<file path="src/rtl/tdm_pkg.sv">
// Shared types and constants for the TDM mux/demux link: frame tracker states,
// slot indices and the slot-advance helper.
package tdm_pkg;

  typedef enum logic {
    HUNT   = 1'b0,
    LOCKED = 1'b1
  } tdm_state_e;

  localparam int unsigned NUM_SLOTS = 4;

  localparam logic [1:0] SLOT_A = 2'd0;
  localparam logic [1:0] SLOT_B = 2'd1;
  localparam logic [1:0] SLOT_C = 2'd2;
  localparam logic [1:0] SLOT_D = 2'd3;

  function automatic logic [1:0] next_slot(input logic [1:0] s);
    return 2'((32'(s) + 1) % NUM_SLOTS);
  endfunction

endpackage

</file>
<file path="src/rtl/tdm_slot_counter.sv">
// Modulo-4 slot counter with enable and synchronous load; shared with the
// transmit-side mux sequencer. Load takes priority over enable.
module tdm_slot_counter
  import tdm_pkg::*;
(
  input  logic       clk,
  input  logic       rst_n,
  input  logic       en,
  input  logic       load,
  input  logic [1:0] load_val,
  output logic [1:0] cnt
);

  logic [1:0] cnt_q, cnt_d;

  always_comb begin
    cnt_d = cnt_q;
    if (load) begin
      cnt_d = load_val;
    end else if (en) begin
      cnt_d = next_slot(cnt_q);
    end
  end

  always_ff @(posedge clk or negedge rst_n) begin
    if (!rst_n) begin
      cnt_q <= SLOT_A;
    end else begin
      cnt_q <= cnt_d;
    end
  end

  assign cnt = cnt_q;

endmodule

</file>
<file path="src/rtl/tdm_demux_1to4.sv">
// 1-to-4 TDM demultiplexer with frame lock; outputs update atomically per frame.
// Define TDM_DEMUX_SYNC_CHECK_EN to enable framing-error detection in LOCKED.
module tdm_demux_1to4
  import tdm_pkg::*;
#(
  parameter int unsigned WIDTH = 1
) (
  input  logic             clk,
  input  logic             rst_n,
  input  logic [WIDTH-1:0] din,
  input  logic             in_valid,
  input  logic             frame_sync,
  output logic [WIDTH-1:0] a,
  output logic [WIDTH-1:0] b,
  output logic [WIDTH-1:0] c,
  output logic [WIDTH-1:0] d,
  output logic             frame_valid,
  output logic [1:0]       slot,
  output logic             locked,
  output logic             sync_err
);

  tdm_state_e       state_q, state_d;
  logic [WIDTH-1:0] shadow_a_q, shadow_a_d;
  logic [WIDTH-1:0] shadow_b_q, shadow_b_d;
  logic [WIDTH-1:0] shadow_c_q, shadow_c_d;
  logic [WIDTH-1:0] a_q, a_d, b_q, b_d, c_q, c_d, d_q, d_d;
  logic             frame_valid_q, frame_valid_d;
  logic             sync_err_q, sync_err_d;

  logic             cnt_en, cnt_load;
  logic [1:0]       cnt_load_val;
  logic [1:0]       slot_cur;
  logic             frm_err;

  tdm_slot_counter u_slot_counter (
    .clk      (clk),
    .rst_n    (rst_n),
    .en       (cnt_en),
    .load     (cnt_load),
    .load_val (cnt_load_val),
    .cnt      (slot_cur)
  );

`ifdef TDM_DEMUX_SYNC_CHECK_EN
  assign frm_err = (frame_sync && (slot_cur != SLOT_A)) ||
                   (!frame_sync && (slot_cur == SLOT_A));
`else
  assign frm_err = 1'b0;
`endif

  always_comb begin
    state_d       = state_q;
    shadow_a_d    = shadow_a_q;
    shadow_b_d    = shadow_b_q;
    shadow_c_d    = shadow_c_q;
    a_d           = a_q;
    b_d           = b_q;
    c_d           = c_q;
    d_d           = d_q;
    frame_valid_d = 1'b0;
    sync_err_d    = 1'b0;
    cnt_en        = 1'b0;
    cnt_load      = 1'b0;
    cnt_load_val  = SLOT_A;

    unique case (state_q)
      HUNT: begin
        if (in_valid && frame_sync) begin
          shadow_a_d   = din;
          cnt_load     = 1'b1;
          cnt_load_val = SLOT_B;
          state_d      = LOCKED;
        end
      end

      LOCKED: begin
        if (in_valid) begin
          if (frm_err) begin
            // Drop the partial frame; a sync-carrying beat restarts it at slot 0.
            sync_err_d = 1'b1;
            cnt_load   = 1'b1;
            if (frame_sync) begin
              shadow_a_d   = din;
              cnt_load_val = SLOT_B;
            end else begin
              cnt_load_val = SLOT_A;
              state_d      = HUNT;
            end
          end else begin
            cnt_en = 1'b1;
            unique case (slot_cur)
              SLOT_A: shadow_a_d = din;
              SLOT_B: shadow_b_d = din;
              SLOT_C: shadow_c_d = din;
              SLOT_D: begin
                a_d           = shadow_a_q;
                b_d           = shadow_b_q;
                c_d           = shadow_c_q;
                d_d           = din;
                frame_valid_d = 1'b1;
              end
              default: ;
            endcase
          end
        end
      end

      default: state_d = HUNT;
    endcase
  end

  always_ff @(posedge clk or negedge rst_n) begin
    if (!rst_n) begin
      state_q       <= HUNT;
      shadow_a_q    <= '0;
      shadow_b_q    <= '0;
      shadow_c_q    <= '0;
      a_q           <= '0;
      b_q           <= '0;
      c_q           <= '0;
      d_q           <= '0;
      frame_valid_q <= 1'b0;
      sync_err_q    <= 1'b0;
    end else begin
      state_q       <= state_d;
      shadow_a_q    <= shadow_a_d;
      shadow_b_q    <= shadow_b_d;
      shadow_c_q    <= shadow_c_d;
      a_q           <= a_d;
      b_q           <= b_d;
      c_q           <= c_d;
      d_q           <= d_d;
      frame_valid_q <= frame_valid_d;
      sync_err_q    <= sync_err_d;
    end
  end

  assign a           = a_q;
  assign b           = b_q;
  assign c           = c_q;
  assign d           = d_q;
  assign frame_valid = frame_valid_q;
  assign slot        = slot_cur;
  assign locked      = (state_q == LOCKED);
  assign sync_err    = sync_err_q;

endmodule

</file>
<file path="config.mk">
export PLATFORM = sky130hd
export DESIGN_NAME = tdm_demux_1to4
export DESIGN_NICKNAME = d
export VERILOG_FILES = /design/src/rtl/tdm_pkg.sv /design/src/rtl/tdm_slot_counter.sv /design/src/rtl/tdm_demux_1to4.sv
export SDC_FILE = /design/constraint.sdc
export NUM_CORES = 1
export LEC_CHECK = 0
export CORE_MARGIN = 1.5
export CORE_UTILIZATION = 30
export CTS_CLUSTER_DIAMETER = 30
export DETAILED_ROUTE_END_ITERATION = 12
export GPL_TIMING_DRIVEN = 1
export PLACE_DENSITY_LB_ADDON = 0.15
export SLEW_MARGIN = 15
export SYNTH_ARGS = -nofsm -noshare
export SYNTH_HDL_FRONTEND = slang
export SYNTH_SLANG_ARGS = --single-unit
</file>
<file path="constraint.sdc">
create_clock -name clk -period 1.5 [get_ports clk]
set_input_delay 0.3 -clock clk [delete_from_list [all_inputs] [get_ports clk]]
set_output_delay 0.3 -clock clk [all_outputs]
set_load 0.1 [all_outputs]
</file>
==> results of run 1 <==
-- metrics by stage --
step / setup WS, ns / TNS, ns / instances / cell area, sq um
2_1_floorplan: -0.0692 / -0.0692 / 40 / 537
3_3_place_gp: 0.0307 / 0 / 67 / 748
3_5_place_dp: -0.0122 / -0.0294 / 67 / 748
4_1_cts: 0.0806 / 0 / 71 / 774
5_1_grt: 0.0489 / 0 / 71 / 774
6_report: 0.0839 / 0 / 71 / 774
-- area by class of cell --
| type | instances | area share (%) |
|---|---|---|
| Sequential cell | 11 | 37.0 |
| Multi-Input combinational cell | 23 | 27.8 |
| Timing Repair Buffer | 14 | 27.8 |
| Clock buffer | 4 | 3.39 |
| Tap cell | 16 | 2.58 |
| Inverter | 3 | 1.45 |
-- cells by family (layout without fill, tap and decap cells) --
family	count (synthesis)	after routing	share of synthesized area, %
adder cells (fa/ha/maj)	4	4	9.57
AO/OA/AOI/OAI	4	4	5.26
AND/OR/NAND/NOR	6	6	6.46
buffers and inverters	6	21	6.70
multiplexers	8	8	18.7
other	1	1	0.717
flip-flops	11	11	52.6
-- cells in the final DEF, fill, tap and decap left out --
cell             instances
nand2_1                  2
ha_1                     3
mux2_2                   6
a21o_1                   1
inv_2                    2
o21ai_0                  2
dfrtp_1                  8
buf_4                    2
clkdlybuf4s50_1          4
inv_1                    1
dfrtp_4                  3
mux2_4                   2
ha_2                     1
nand3_2                  1
clkbuf_4                 3
nand3_1                  2
nand2_2                  1
a32o_1                   1
conb_1                   1
clkbuf_1                 1
buf_12                   8
-- critical path, cell delays in order (launching register included) --
cell,delay (ns)
dfrtp_4,0.46
inv_2,0.06
ha_2,0.17
mux2_4,0.26
nand2_2,0.06
mux2_4,0.29
-- state kept, by name (all words and copies together), names as in the netlist --
name	flops
a	1
u_slot_counter.cnt	2
locked	1
d	1
frame_valid	1
shadow_b_q	1
shadow_a_q	1
shadow_c_q	1
b	1
c	1
-- path summary, 6_finish.rpt --
check / slack (ns) / startpoint / to
max: 0.08 / u_slot_counter.cnt[1] / shadow_a_q
min: 0.36 / rst_n / shadow_a_q
max reg2reg: 0.08 / u_slot_counter.cnt[1] / shadow_a_q
min reg2reg: 0.51 / shadow_c_q / c
max in group asynchronous: 0.78 / rst_n / u_slot_counter.cnt[0]
min in group clk: 0.51 / shadow_c_q / c
-- metal layers --
| layer | wire, um | track usage (%) |
|---|---|---|
| met5 | 0 | 0 |
| met4 | 19 | 7.27 |
| met3 | 76 | 7.60 |
| met2 | 444 | 17.1 |
| met1 | 416 | 13.9 |
==> flow_summary_export.csv, run 1 <==
group,metric,value,unit
clocking,cts_made_buffers,3,
synthesis,synthArstFlopShare,100,%
synthesis,synth_area,523,sq um
synthesis,ys_types,16,
route,vias,351,
die,rows,14,
finish,area_growth,48.1,%
clocking,cts-resized-gates,0,
sta,drv_slew,0,
grt,gr-total-overflow,0,
route,via_per_inst,4.94,
worst_setup_path,endpoint_kind,"flip-flop",
placement,gp_congestion,0.639,
sta,report.final.setup_viol,0,
die,die_area,0.00200,sq mm
sta,holdWs,0.356,ns
route,drtAntennaViolNets,0,
finish,layout-drive-gt1-share,52.7,%
worst_setup_path,path_max_fanout,5,
worst_setup_path,ff2ff_path_depth,5,
synthesis,synth_top_area_cell,"dfrtp_1",
hold_path,hp-class,"in2async",
grt,antenna_found_initial,0,
die,coreArea,0.00158,sq mm
clocking,cts-htree-levels,1,
synthesis,seq_area_frac_synth,52.6,%
grt,grt_pass1_wl,1660,um
sta,hold_viol,0,
die,num_io_pins,14,
grt,grt_max_degree,12,
placement,place_hpwl,756,um
synthesis,yosys_most_used_dff,"dfrtp_1",
synthesis,synth_common_cells,"dfrtp_1, mux2_2, ha_1, inv_1",
clocking,clock-sinks,11,
sta,skew,0.000400,ns
die,start_util,33.2,%
placement,io_buffers,12,
route,avgRoutedWirePerCell,13.5,um
clocking,insertion_delay,0.27,ns
clocking,root_buffer,"clkbuf_4",
finish,seq_area,287,sq um
sta,period_minus_slack,1.42,ns
worst_setup_path,criticalPathCategory,"reg2reg",
sta,finalCritPeriodShare,94.4,%
synthesis,syn_inst,40,
finish,utilization,49.1,%
synthesis,synthTopCellsByArea,"dfrtp_1, mux2_2, ha_1",
finish,n_antenna_cell,0,
synthesis,yosysTopAreaCellShare,52.6,%
clocking,cts_buffer_depth,2,
worst_setup_path,worstPathArrival,1.57,ns
grt,grtUsageTotal,12.2,%
worst_setup_path,worstPathRequired,1.66,ns
status,status,"finished, final reports clean",
die,die_h,44.8,um
finish,nFillCells,140,
worst_setup_path,cp-start-kind,"flip-flop",
synthesis,synth_edf_count,0,
route,first_pass_iters,4,
finish,multi_input_area,215,sq um
synthesis,yosysMostFrequentCell,"dfrtp_1",
finish,nNetsFinal,65,
clocking,cts_tree,"yes",
clocking,cts_setup_buffers,0,
route,drc,0,
clocking,cts_hold_buf,0,
clocking,path_clk_slew,0.07,ns
route,drtIter0Drc,6,
route,routed_wl,955,um
die,die_w,44.8,um
synthesis,synth_fp_nets,49,
synthesis,ys_warn_count,0,
sta,rsz0062_at_grt,"false",
synthesis,ys_ff_latch,11,
synthesis,synth_area_per_cell,13.1,sq um
job,cap_viol_max_count,0,
grt,first_global_vias,354,
sta,fmax,0.706,GHz
Power of run 1 is left out: the tool's default activity adds up to more than one toggle a clock period on the data nets, which glitch-free logic cannot reach.
==> run 2: changes to the inputs <==
Settings changed: CORE_MARGIN 1.5 to unset, SKIP_LAST_GASP set to 1.
==> run 2 against run 1 <==
The run now ends with DRC left. First-iteration DRC count up 17%. Via count down 2.6%. Critical path depth unchanged. Register-to-register slack about the same. Clock skew up 0.0050 ns. Critical endpoint unchanged. Worst hold slack worse by 0.015 ns. Count of clock-buffer cells in the layout down 1.
==> flow_summary_export.csv, run 2 (same netlist as run 1, synthesis figures left out) <==
group,metric,value,unit
status,status,"finished, violations left",
status,violations,"DRC",
finish,area_growth,48.3,%
route,vias,342,
sta,finalCritPeriodShare,94.1,%
route,drc,2,
clocking,cts_tree,"yes",
clocking,cts-htree-levels,1,
die,die_w,43.8,um
sta,fin_ws,0.0892,ns
route,routed_wl,894,um
worst_setup_path,timing.rr.start,"u_slot_counter.cnt[1]",
hold_path,hp-class,"in2async",
clocking,cts_buffer_depth,2,
grt,grtUsageTotal,11.8,%
sta,period_minus_slack,1.41,ns
clocking,root_buffer,"clkbuf_4",
clocking,path_clk_slew,0.07,ns
route,drtIter0Drc,7,
route,drtAntennaViolNets,0,
worst_setup_path,criticalPathCategory,"reg2reg",
finish,n_antenna_cell,0,
worst_setup_path,endpoint_kind,"flip-flop",
worst_setup_path,cp-start-kind,"flip-flop",
worst_setup_path,path_max_fanout,5,
die,coreArea,0.00156,sq mm
sta,report.final.setup_viol,0,
finish,seq_area,287,sq um
die,rows,14,
finish,nFillCells,143,
die,num_io_pins,14,
sta,hold_viol,0,
worst_setup_path,critPathLaunch,"u_slot_counter.cnt[1]",
grt,grt_pass1_wl,1500,um
worst_setup_path,worstPathArrival,1.57,ns
clocking,cts-resized-gates,0,
sta,holdWs,0.341,ns
route,avgRoutedWirePerCell,12.6,um
sta,fmax,0.709,GHz
sta,skew,0.00539,ns
grt,grt_max_degree,12,
finish,largest_register_ffs,2,
placement,io_buffers,12,
finish,layout-drive-gt1-share,54.5,%
grt,antenna_found_initial,0,
grt,gr-total-overflow,0,
finish,layout_common_cells,"dfrtp_1, buf_12, mux2_2",
job,cap_viol_max_count,0,
finish,multi_input_area,215,sq um
sta,drv_slew,0,
die,die_h,43.8,um
placement,gp_congestion,0.713,
die,start_util,33.5,%
clocking,clock-sinks,11,
placement,dp_slack,0.00894,ns
grt,first_global_vias,332,
clocking,cts_setup_buffers,0,
placement,place_hpwl,753,um
clocking,cts_hold_buf,0,
route,via_per_inst,4.82,
route,first_pass_iters,7,
die,die_area,0.00191,sq mm
clocking,insertion_delay,0.27,ns
worst_setup_path,worstPathRequired,1.65,ns
finish,nNetsFinal,65,
clocking,cts_made_buffers,3,
sta,rsz0062_at_grt,"false",
## run 2: per-layer routing
metal  track usage (%)  part of all wire, %  up-vias
met5                 0                    0        -
met2              15.2                   48       11
met3              7.08                  7.6        5
met4              9.38                  3.0        0
met1              13.9                   41      165
li1                  -                    -      161
## run 2: final timing paths
kind	to	slack, ns	depth (start not counted)
worst max-delay path	shadow_a_q	0.09	5
worst min-delay path	c	0.34	1
worst max register to register	shadow_a_q	0.09	5
worst min register to register	c	0.51	1
max in group asynchronous	locked	0.81	1
min in group clk	c	0.51	1
## run 2: worst max-delay path: stages, from the launching register on
cell     delay (ns)
dfrtp_4        0.46
inv_2          0.05
ha_2           0.17
mux2_4         0.26
nand2_2        0.06
mux2_4         0.29
## run 2: layout make-up
class,count,share of cell area (%)
Clock inverter,1,0.645
Sequential cell,11,36.9
Multi-Input combinational cell,23,27.7
Clock buffer,3,2.90
Inverter,3,1.45
Timing Repair Buffer,14,27.7
Tap cell,16,2.58
## run 2: per-stage QoR
step	cells	area (sq um)	TNS [ns]	util, %
after floorplan	40	537	-0.0692	-
after global routing	71	776	0	49.8
after global placement	67	748	0	48.0
after CTS	71	776	0	49.8
final	71	776	0	49.8
after detailed placement	67	748	0	48.0
Power of run 2 is left out for the same reason.
==> run 3: changes to the inputs <==
Settings changed: ABC_CLOCK_PERIOD_IN_PS set to 1500, CTS_CLUSTER_SIZE set to 10, SETUP_SLACK_MARGIN set to 0.05.
==> run 3 against run 2 <==
The run still ends with DRC left. Maximum frequency up 0.66%. Worst hold slack about the same. Clock skew barely moved. Wire length increased by 2.6%. Highest routed layer unchanged. Die area did not move.
==> flow_summary_export.csv, run 3 (same netlist as run 1, synthesis figures left out) <==
group,metric,value,unit
placement,gp_congestion,0.713,
worst_setup_path,critPathMaxStageDelay,0.46,ns
worst_setup_path,ff2ff_path_depth,5,
grt,first_global_vias,332,
sta,hold_viol,0,
finish,area_growth,53.6,%
finish,final_cell_area,803,sq um
finish,nNetsFinal,67,
route,drtAntennaViolNets,0,
placement,place_inst,67,
clocking,cts_made_buffers,3,
grt,grt_pass1_wl,1500,um
route,routed_wl,917,um
grt,grtUsageMet3,7.08,%
route,via_per_inst,4.77,
finish,utilization,51.5,%
grt,grt.met1_usage,13.9,%
grt,grt_max_degree,12,
finish,layout_commonest_cell,"buf_12",
grt,antenna_found_initial,0,
finish,seq_area,287,sq um
worst_setup_path,cpMaxStageDelayCell,"dfrtp_4",
placement,io_buffers,12,
route,drc,2,
worst_setup_path,path_max_fanout,6,
status,violations,"DRC",
die,num_io_pins,14,
route,first_pass_iters,7,
clocking,cts-htree-levels,1,
worst_setup_path,endpoint_kind,"flip-flop",
route,drtIter0Drc,5,
worst_setup_path,crit_family,"multiplexers",
die,die_w,43.8,um
grt,gr-total-overflow,0,
finish,n_antenna_cell,0,
worst_setup_path,timing.rr.start,"u_slot_counter.cnt[0]",
grt,grtUsageTotal,11.8,%
worst_setup_path,cp_cell_sequence,"inv_2, ha_2, mux2_4, nand2_2, mux2_4",
finish,instances_no_fill,73,
sta,report.final.setup_viol,0,
finish,layout_common_cells,"buf_12, dfrtp_1, mux2_2",
sta,finalCritPeriodShare,93.4,%
clocking,cts-resized-gates,0,
grt,busiest_layer,"met2",
placement,place_hpwl,753,um
finish,multi_input_area,215,sq um
die,die_area,0.00191,sq mm
clocking,root_buffer,"clkbuf_4",
sta,period_minus_slack,1.40,ns
route,vias,348,
clocking,insertion_delay,0.27,ns
status,status,"finished, violations left",
sta,drv_slew,0,
die,rows,14,
worst_setup_path,regToRegEndpoint,"shadow_a_q",
sta,rsz0062_at_grt,"false",
finish,layout-drive-gt1-share,56.1,%
worst_setup_path,worstPathRequired,1.65,ns
sta,fmax,0.713,GHz
die,die_h,43.8,um
clocking,path_clk_slew,0.07,ns
worst_setup_path,worstPathArrival,1.56,ns
worst_setup_path,cp-start-kind,"flip-flop",
worst_setup_path,crit_top_cell,"mux2_4",
worst_setup_path,rrSetupSlack,0.1,ns
finish,largest_register_ffs,2,
hold_path,hp-class,"in2async",
route,avgRoutedWirePerCell,12.6,um
finish,nFillCells,141,
placement,placed_area,748,sq um
sta,skew,0.00543,ns
clocking,cts_tree,"yes",
grt,grtUsageMet2,15.2,%
clocking,clock-sinks,11,
die,coreArea,0.00156,sq mm
job,cap_viol_max_count,0,
worst_setup_path,criticalPathCategory,"reg2reg",
clocking,cts_buffer_depth,2,
die,start_util,33.5,%
worst_setup_path,critPathBufInv,1,
run 3: worst max path at each step:
| stage | startpoint | to | cells after the start |
|---|---|---|---|
| floorplan | u_slot_counter.cnt[1] | shadow_a_q | 5 |
| global placement | frame_sync | shadow_a_q | 4 |
| detailed placement | in_valid | d | 3 |
| CTS | u_slot_counter.cnt[1] | shadow_a_q | 5 |
| global route | u_slot_counter.cnt[0] | shadow_a_q | 5 |
| finish | u_slot_counter.cnt[0] | shadow_a_q | 5 |
run 3: timing repair:
action / 4_1_cts / 5_1_grt
setup endpoints to repair: 0 / 1
endpoints found under the hold margin: 0 / 0
buffers inserted: 0 / 2
hold buffers: 0 / 0
run 3: area by class of cell:
class	instances	share of cell area, %
sequential	11	35.7
tap	16	2.49
multi-input combinational	23	26.8
clock inverter	1	0.623
inverter	3	1.40
clock buffer	3	2.80
timing repair buffer	16	30.2
run 3: metal layers:
layer	vias to the layer above	part of all wire, %
met3	5	7.4
met2	11	47
li1	165	-
met5	-	0
met4	0	2.9
met1	167	42
run 3: stage by stage:
stage / hold WS (ns) / worst slack (ns) / TNS [ns]
finish: 0.341 / 0.0984 / 0
global route: 0.373 / 0.0559 / 0
CTS: 0.356 / 0.0790 / 0
detailed placement: 0.498 / 0.00894 / 0
global placement: 0.487 / 0.0297 / 0
floorplan: 0.00441 / -0.0692 / -0.0692
Power of run 3 is left out for the same reason.
